[config.mk]
export PLATFORM = sky130hd
export DESIGN_NAME = store_pack
export DESIGN_NICKNAME = d
export VERILOG_FILES = /design/src/rtl/store_pack.sv
export SDC_FILE = /design/constraint.sdc
export NUM_CORES = 1
export LEC_CHECK = 0
export ABC_AREA = 1
export CELL_PAD_IN_SITES_DETAIL_PLACEMENT = 0
export CELL_PAD_IN_SITES_GLOBAL_PLACEMENT = 2
export CORE_MARGIN = 2
export CORE_UTILIZATION = 28
export CTS_CLUSTER_SIZE = 10
export DETAILED_ROUTE_END_ITERATION = 10
export PLACE_DENSITY = 0.73
export RECOVER_POWER = 25
export SETUP_SLACK_MARGIN = 0.1
export SYNTH_ARGS = -nofsm -noshare
export SYNTH_HDL_FRONTEND = slang
export SYNTH_SLANG_ARGS = --single-unit
[constraint.sdc]
create_clock -name clk -period 2.56 [get_ports clk]
set_clock_uncertainty 0.2 [all_clocks]
set_input_delay 0.256 -clock clk [delete_from_list [all_inputs] [get_ports clk]]
set_output_delay 0.256 -clock clk [all_outputs]
set_load 0.01 [all_outputs]
[src/rtl/store_pack.sv]
// Store packer: turns MEM-stage sw/sh/sb requests into lane-positioned word writes, queued in a 2-entry buffer.
// With STORE_ALIGN_CHECK_EN defined, misaligned sw/sh raise exc_ades/exc_badvaddr instead of being queued.
module store_pack (
    input  logic        clk,
    input  logic        reset,
    input  logic        st_valid,
    input  logic [1:0]  st_op,
    input  logic [31:0] st_addr,
    input  logic [31:0] st_data,
    output logic        st_ready,
    output logic        mem_req,
    output logic [31:0] mem_addr,
    output logic [31:0] mem_wdata,
    output logic [3:0]  mem_be,
    input  logic        mem_ack,
`ifdef STORE_ALIGN_CHECK_EN
    output logic        exc_ades,
    output logic [31:0] exc_badvaddr,
`endif
    output logic        sb_empty
);

    localparam logic [1:0] OP_SW  = 2'b00;
    localparam logic [1:0] OP_SH  = 2'b01;
    localparam logic [1:0] OP_SB  = 2'b10;
    localparam logic [1:0] OP_RSV = 2'b11;

    logic [1:0]  count_reg, count_next;
    logic        wr_ptr_reg, rd_ptr_reg;
    logic [31:0] entry_addr  [2];
    logic [31:0] entry_wdata [2];
    logic [3:0]  entry_be    [2];

    logic [31:0] pack_addr;
    logic [31:0] pack_wdata;
    logic [3:0]  pack_be;
    logic        misaligned;
    logic        accept;
    logic        push;
    logic        pop;

    always_comb begin
        pack_addr  = {st_addr[31:2], 2'b00};
        pack_wdata = st_data;
        pack_be    = 4'b1111;
        case (st_op)
            OP_SH: begin
                pack_wdata = {st_data[15:0], st_data[15:0]};
                pack_be    = st_addr[1] ? 4'b1100 : 4'b0011;
            end
            OP_SB: begin
                pack_wdata = {4{st_data[7:0]}};
                pack_be    = 4'b0001 << st_addr[1:0];
            end
            default: begin
                pack_wdata = st_data;
                pack_be    = 4'b1111;
            end
        endcase
    end

`ifdef STORE_ALIGN_CHECK_EN
    assign misaligned = ((st_op == OP_SW) && (st_addr[1:0] != 2'b00)) ||
                        ((st_op == OP_SH) && st_addr[0]);
`else
    assign misaligned = 1'b0;
`endif

    // Ready depends only on registered occupancy, so a same-cycle ack never frees a slot early.
    assign st_ready = (count_reg != 2'd2);
    assign mem_req  = (count_reg != 2'd0);
    assign sb_empty = (count_reg == 2'd0);
    assign accept   = st_valid && st_ready;
    assign push     = accept && (st_op != OP_RSV) && !misaligned;
    assign pop      = mem_req && mem_ack;

    always_comb begin
        count_next = count_reg;
        case ({push, pop})
            2'b10:   count_next = count_reg + 2'd1;
            2'b01:   count_next = count_reg - 2'd1;
            default: count_next = count_reg;
        endcase
    end

    always_ff @(posedge clk) begin
        if (reset) begin
            count_reg  <= 2'd0;
            wr_ptr_reg <= 1'b0;
            rd_ptr_reg <= 1'b0;
        end else begin
            count_reg <= count_next;
            if (push) wr_ptr_reg <= ~wr_ptr_reg;
            if (pop)  rd_ptr_reg <= ~rd_ptr_reg;
        end
    end

    generate
        for (genvar gi = 0; gi < 2; gi++) begin : g_entry
            always_ff @(posedge clk) begin
                if (reset) begin
                    entry_addr[gi]  <= '0;
                    entry_wdata[gi] <= '0;
                    entry_be[gi]    <= '0;
                end else if (push && (wr_ptr_reg == 1'(gi))) begin
                    entry_addr[gi]  <= pack_addr;
                    entry_wdata[gi] <= pack_wdata;
                    entry_be[gi]    <= pack_be;
                end
            end
        end
    endgenerate

    // Head is forced to zero while empty so stale slots never leak onto the bus.
    assign mem_addr  = mem_req ? entry_addr[rd_ptr_reg]  : '0;
    assign mem_wdata = mem_req ? entry_wdata[rd_ptr_reg] : '0;
    assign mem_be    = mem_req ? entry_be[rd_ptr_reg]    : '0;

`ifdef STORE_ALIGN_CHECK_EN
    logic        exc_ades_reg;
    logic [31:0] exc_badvaddr_reg;

    always_ff @(posedge clk) begin
        if (reset) begin
            exc_ades_reg     <= 1'b0;
            exc_badvaddr_reg <= '0;
        end else begin
            exc_ades_reg <= accept && misaligned;
            if (accept && misaligned) exc_badvaddr_reg <= st_addr;
        end
    end

    assign exc_ades     = exc_ades_reg;
    assign exc_badvaddr = exc_badvaddr_reg;
`endif

endmodule
==> results.json, run 1 <==
{
  "status": "complete, no violations",
  "layout_cell_share_with_drive_strength_beyond_1_pct": 13.5,
  "worst_hold_path_type": "in -> reg",
  "grt_max_degree": 67,
  "synth_area_um2": 6600,
  "clkSinkCount": 137,
  "max_clock_freq_mhz": 415,
  "detailedPlace.worstSlack_ns": 0.197,
  "initial_antenna_violation_count": 0,
  "total_power_per_unit_cell_area_nw_per_um2": 801,
  "worst_slew_pin_tran_ns": 0.755,
  "filler_cell_count": 2289,
  "placement.io_buffers": 138,
  "timing.rr.start": "count_reg[0]",
  "num_vias": 5035,
  "ff2ff_setup_slack_ns": 0.46,
  "cap_violations": 0,
  "timing.critical_path.from_type": "flop",
  "netlist_instances": 676,
  "hold_end": "entry_addr[1][5]",
  "hold_path_depth": 3,
  "ctsHtreeMaxLevel": 4,
  "multiInputGateArea_um2": 2090,
  "setup_slack_ns": 0.151,
  "cts_tree": "built",
  "register_area_um2": 4070,
  "cts_buffers": 17,
  "setup_viol_count_final": 0,
  "final_net_count": 889,
  "dp_hpwl_um": 11800,
  "routed_via_density": 4.39,
  "path_class": "reg -> out",
  "grt_util_all_layers_pct": 15.4,
  "number_of_cell_instances_on_the_worst_register_to_register_path": 7,
  "first_pass_grt_wire_length_um": 28400,
  "largest_register": "entry_wdata",
  "synth-warning-count": 0,
  "min_period_over_period_pct": 94.1,
  "finalWeightedCongestion": 0.759,
  "clock_tree.buffer_depth": 2,
  "clkTransAtPathRegs_ns": 0.06,
  "reg.largest.list": "entry_wdata (64), entry_addr (60), entry_be (8)",
  "drc": 0,
  "reg2reg_to": "entry_addr[0][17]",
  "initial_utilization_pct": 28.3,
  "dieArea_um2": 24800,
  "cp_max_fo": 31,
  "placeableCoreArea_um2": 23300,
  "final.min_clock_period_ns": 2.41,
  "final_max_tran_viols": 0,
  "hold_viol": 0,
  "setup.worst_path.end_class": "primary output",
  "synth_cell_types": 22,
  "worst-endpoint-arrival_ns": 1.95,
  "cts_hold_fix_bufs": 0,
  "grt_pass1_vias": 5272,
  "area.growth.synth_to_final_pct": 39.9,
  "p_leak_nw": 4.03,
  "drt-initial-drc-count": 214,
  "ant_nets": 0,
  "cts.root.buffer_cell": "sky130_fd_sc_hd__clkbuf_16",
  "totalNegativeSetupSlack_ns": 0,
  "critical_path_source": "count_reg[1]",
  "largest_register_ff_count": 64,
  "synth.yosys.seq_area_share_pct": 61.5,
  "vdd_ir_drop_max_uv": 448,
  "worst_hold_startpoint": "st_addr[7]",
  "rsz_0062_raised_after_global_routing": "true",
  "worstSkewPairLatency_ns": 0.42,
  "fp-row-count": 56,
  "height_of_the_die_um": 158,
  "required_ns": 2.10,
  "route.final.wire_length_um": 18500,
  "average_routed_wire_per_standard_cell_um": 16.2,
  "post_synth.cell_area_avg_um2": 9.77,
  "ios": 141,
  "detail_route.first_pass.iterations": 5,
  "n_antenna_cell": 0,
  "ffs_latches_synth": 137,
  "grt_overflow": 0,
  "chipWidth_um": 158,
  "maxSlewHeadroom_pct": 49.7
}
## report_power, final
part           total (mW)  switching [mW]  internal (mW)
sequential           2.77          0.0718           2.70
clock                2.84           0.929           1.91
combinational        1.79            1.02          0.767
total                7.40            2.02           5.38
## metal layers
metal  global-route usage [%]  part of all wire (%)  up-vias
met3                     3.89                   5.2       20
met1                     19.6                    45     2415
li1                         -                     -     2472
met5                        0                     0        -
met2                     25.6                    48      128
met4                     5.19                   1.3        0
## layout make-up
type / count / area share [%]
repair buffers: 162 / 19.5
well taps: 319 / 4.32
multi-input cells: 443 / 22.6
inverters: 54 / 2.22
clock inverters: 14 / 2.74
clock buffers: 17 / 4.61
flip-flops and latches: 137 / 44.1
## layout by cell type (no fill, tap or decap), drive strengths merged
master	instances
bufbuf	1
nand3	1
buf	18
dlymetal6s2s	26
a21boi	8
a21oi	68
nor2	158
dlygate4sd2	2
inv	54
clkinv	5
o21ai	2
nor3	2
nand2	179
edfxtp	132
dlygate4sd3	1
clkbuf	22
ha	4
mux2i	16
conb	2
clkinvlp	2
nand4	3
bufinv	7
clkdlybuf4s50	109
dfxtp	5
## per-stage QoR
stage,hold WS [ns],utilization (%),std cells,area (µm²),power [mW]
final,0.317,39.6,1146,9240,7.40
after global routing,0.309,39.6,1146,9240,7.74
after CTS,0.300,39.4,1145,9200,7.51
after detailed placement,0.297,36.3,1113,8470,4.61
after global placement,0.284,36.3,1113,8470,4.58
after floorplan,0.267,-,677,6610,3.66
## cell families (layout without fill, tap and decap cells)
logic type / count (synthesis) / count (layout) / share of synthesized area, %
adder cells (fa/ha/maj): 4 / 4 / 0.758
flip-flops: 137 / 137 / 61.5
other: 1 / 2 / 0.0568
AO/OA/AOI/OAI: 78 / 78 / 6.21
multiplexers: 16 / 16 / 2.43
buffers and inverters: 97 / 247 / 7.07
AND/OR/NAND/NOR: 343 / 343 / 21.9
## worst max path at each step
| stage | end | slack [ns] | depth (start not counted) |
|---|---|---|---|
| 6_report | mem_addr[18] | 0.15 | 4 |
| 5_1_grt | mem_wdata[10] | 0.02 | 4 |
| 4_1_cts | mem_wdata[8] | 0.03 | 4 |
| 3_5_place_dp | entry_wdata[0][23] | 0.20 | 7 |
| 3_3_place_gp | entry_wdata[1][31] | 0.25 | 7 |
| 2_1_floorplan | entry_addr[0][0] | 0.39 | 6 |
## critical path, cell delays in order (launching register included)
cell	delay (ns)
sky130_fd_sc_hd__dfxtp_2	0.34
sky130_fd_sc_hd__nor2_1	0.26
sky130_fd_sc_hd__buf_6	0.32
sky130_fd_sc_hd__a21oi_1	0.09
sky130_fd_sc_hd__clkdlybuf4s50_1	0.50
## repair_timing
action,4_1_cts,5_1_grt
setup buffers,0,0
gates resized for setup,10,37
cloned,1,1
endpoints found under the setup margin,34,58
## cells in the mapped netlist (all sizes together)
library cell / number / share of area (%)
a21oi: 68 / 5.2
buf: 34 / 3.5
ha: 4 / 0.76
nand4: 3 / 0.47
nand2: 179 / 10
clkbuf: 9 / 0.51
nor2: 158 / 11
conb: 1 / 0.057
nand3: 1 / 0.076
a21boi: 8 / 0.91
inv: 54 / 3.1
dfxtp: 5 / 1.5
o21ai: 2 / 0.15
nor3: 2 / 0.15
mux2i: 16 / 2.4
edfxtp: 132 / 60
Note: power is estimated with default switching activity, not from simulation.
==> inputs of run 2 (changes only) <==
CTS_CLUSTER_DIAMETER = 50   (was default)
==> results of run 2 <==
Final layout, timing and power as in run 1 (identical DEF).
==> inputs of run 3 (changes only) <==
--- a/config.mk
+++ b/config.mk
@@ -14,4 +14,5 @@
 export CTS_CLUSTER_SIZE = 10
 export DETAILED_ROUTE_END_ITERATION = 10
+export MAX_ROUTING_LAYER = met4
 export PLACE_DENSITY = 0.73
 export RECOVER_POWER = 25
--- a/constraint.sdc
+++ b/constraint.sdc
@@ -3,3 +3,3 @@
 set_input_delay 0.256 -clock clk [delete_from_list [all_inputs] [get_ports clk]]
 set_output_delay 0.256 -clock clk [all_outputs]
-set_load 0.01 [all_outputs]
+set_load 0.02 [all_outputs]
==> run 3 against run 2 <==
Combinational power about the same. Via count decreased by 0.60%. Largest power group is now registers. Critical path depth increased by 1. Highest routed layer unchanged.
==> results.json, run 3 (synthesized netlist as in run 1, its figures left out) <==
{
  "mostFrequentLayoutCell": "sky130_fd_sc_hd__nand2_1",
  "p_leak_nw": 4.12,
  "vdd_ir_drop_max_uv": 406,
  "grt_pass1_vias": 5190,
  "status": "complete, no violations",
  "path_class": "reg -> out",
  "grt_util_met1_pct": 18.8,
  "power_frac_seq_pct": 38.1,
  "cts.root.buffer_cell": "sky130_fd_sc_hd__clkbuf_16",
  "clkSinkCount": 137,
  "drt-initial-drc-count": 232,
  "average_routed_wire_per_standard_cell_um": 15.9,
  "worst_slew_pin_tran_ns": 0.874,
  "grt_overflow": 0,
  "drc": 0,
  "grt_max_degree": 67,
  "comb_power_share_pct": 25.0,
  "setup.worst_path.end_class": "primary output",
  "cap_violations": 0,
  "initial_antenna_violation_count": 1,
  "required_ns": 2.10,
  "reg.largest.list": "entry_wdata (64), entry_addr (60), entry_be (8)",
  "chipWidth_um": 158,
  "power_switching_share_pct": 30.0,
  "maxSlewHeadroom_pct": 41.7,
  "cts_hold_fix_bufs": 0,
  "hold_viol": 0,
  "worstSkewPairLatency_ns": 0.41,
  "dp_hpwl_um": 12000,
  "ctsHtreeMaxLevel": 4,
  "power.share.clock_pct": 36.9,
  "number_of_cell_instances_on_the_worst_register_to_register_path": 7,
  "internal-power_mw": 5.10,
  "totalNegativeSetupSlack_ns": 0,
  "placeableCoreArea_um2": 23300,
  "final_net_count": 888,
  "ios": 141,
  "num_vias": 5005,
  "final_cell_mix": "sky130_fd_sc_hd__nand2_1 (178), sky130_fd_sc_hd__edfxtp_1 (132), sky130_fd_sc_hd__nor2_1 (113), sky130_fd_sc_hd__clkdlybuf4s50_1 (75), sky130_fd_sc_hd__a21oi_1 (68)",
  "finalWeightedCongestion": 0.764,
  "worst-endpoint-arrival_ns": 1.90,
  "fp-row-count": 56,
  "globalRoute.busiestLayer": "met2",
  "total_power_per_unit_cell_area_nw_per_um2": 804,
  "routed_via_density": 4.36,
  "largest_register_ff_count": 64,
  "net_load_switching_power_mw": 2.19,
  "height_of_the_die_um": 158,
  "worst_hold_path_type": "reg -> reg",
  "largest_register": "entry_wdata",
  "met3_routing_resource_usage_after_global_routing_pct": 3.70,
  "cts_tree": "built",
  "dieArea_um2": 24800,
  "placement.io_buffers": 138,
  "cp_max_fo": 29,
  "rsz_0062_raised_after_global_routing": "true",
  "final.min_clock_period_ns": 2.36,
  "grt_util_met2_pct": 25.8,
  "detail_route.first_pass.iterations": 4,
  "cts_buffers": 17,
  "design_power_total_mw": 7.28,
  "initial_utilization_pct": 28.3,
  "final_max_tran_viols": 0,
  "timing.critical_path.from_type": "flop",
  "first_pass_grt_wire_length_um": 28000,
  "grt_util_all_layers_pct": 15.6,
  "setup_viol_count_final": 0,
  "max_clock_freq_mhz": 424,
  "timing.hold.ws_ns": 0.301,
  "clkTransAtPathRegs_ns": 0.06,
  "ant_nets": 0,
  "layout_cell_share_with_drive_strength_beyond_1_pct": 12.8,
  "min_period_over_period_pct": 92.2,
  "hold_path_depth": 2,
  "area.growth.synth_to_final_pct": 37.1,
  "clock_tree.buffer_depth": 2,
  "route.final.wire_length_um": 18300
}
[run 3: critical path, cell delays in order (launching register included)]
cell	delay, ns
sky130_fd_sc_hd__dfxtp_2	0.36
sky130_fd_sc_hd__inv_2	0.11
sky130_fd_sc_hd__buf_12	0.20
sky130_fd_sc_hd__nand2_1	0.07
sky130_fd_sc_hd__a21oi_1	0.13
sky130_fd_sc_hd__clkdlybuf4s50_1	0.62
[run 3: area by class of cell]
class                           count  area [µm²]
Inverter                           54         203
Clock buffer                       17         425
Timing Repair Buffer              161        1670
Multi-Input combinational cell    443        2070
Antenna cell                        1        2.50
Sequential cell                   137        4070
Clock inverter                     15         225
Tap cell                          319         399
Fill cell                        2302       14300
[run 3: worst paths after layout]
check | startpoint | end | slack, ns
worst max register to register | count_reg[0] | entry_addr[0][14] | 0.23
worst max-delay path | flop | mem_addr[26] | 0.20
worst min-delay path | rd_ptr_reg | rd_ptr_reg | 0.30
worst min register to register | rd_ptr_reg | rd_ptr_reg | 0.30
[run 3: power by group through the flow]
stage / registers (mW) / logic [mW] / clock network, mW
final: 2.77 / 1.82 / 2.69
after global placement: 2.81 / 1.96 / 0
after CTS: 2.77 / 1.93 / 2.76
after floorplan: 2.80 / 1.02 / 0
after detailed placement: 2.82 / 1.98 / 0
after global routing: 2.80 / 2.00 / 2.83
[run 3: metal layers]
layer | vias up | wire length (µm)
met5 | - | 0
met4 | 0 | 234
met3 | 17 | 973
met2 | 149 | 9090
met1 | 2365 | 7970
li1 | 2474 | -
[run 3: timing repair]
item                                    4_1_cts  5_1_grt
gates resized for setup                      38       28
endpoints found under the setup margin       65       28
setup buffers                                 0        0
[run 3: through the flow]
step	setup slack, ns	util (%)	cell area (µm²)	instances
floorplan	0.359	-	6610	677
global placement	0.258	36.4	8490	1114
detailed placement	0.209	36.4	8490	1114
CTS	0.0912	39.1	9120	1146
global route	0.0579	38.8	9060	1147
finish	0.201	38.8	9060	1147
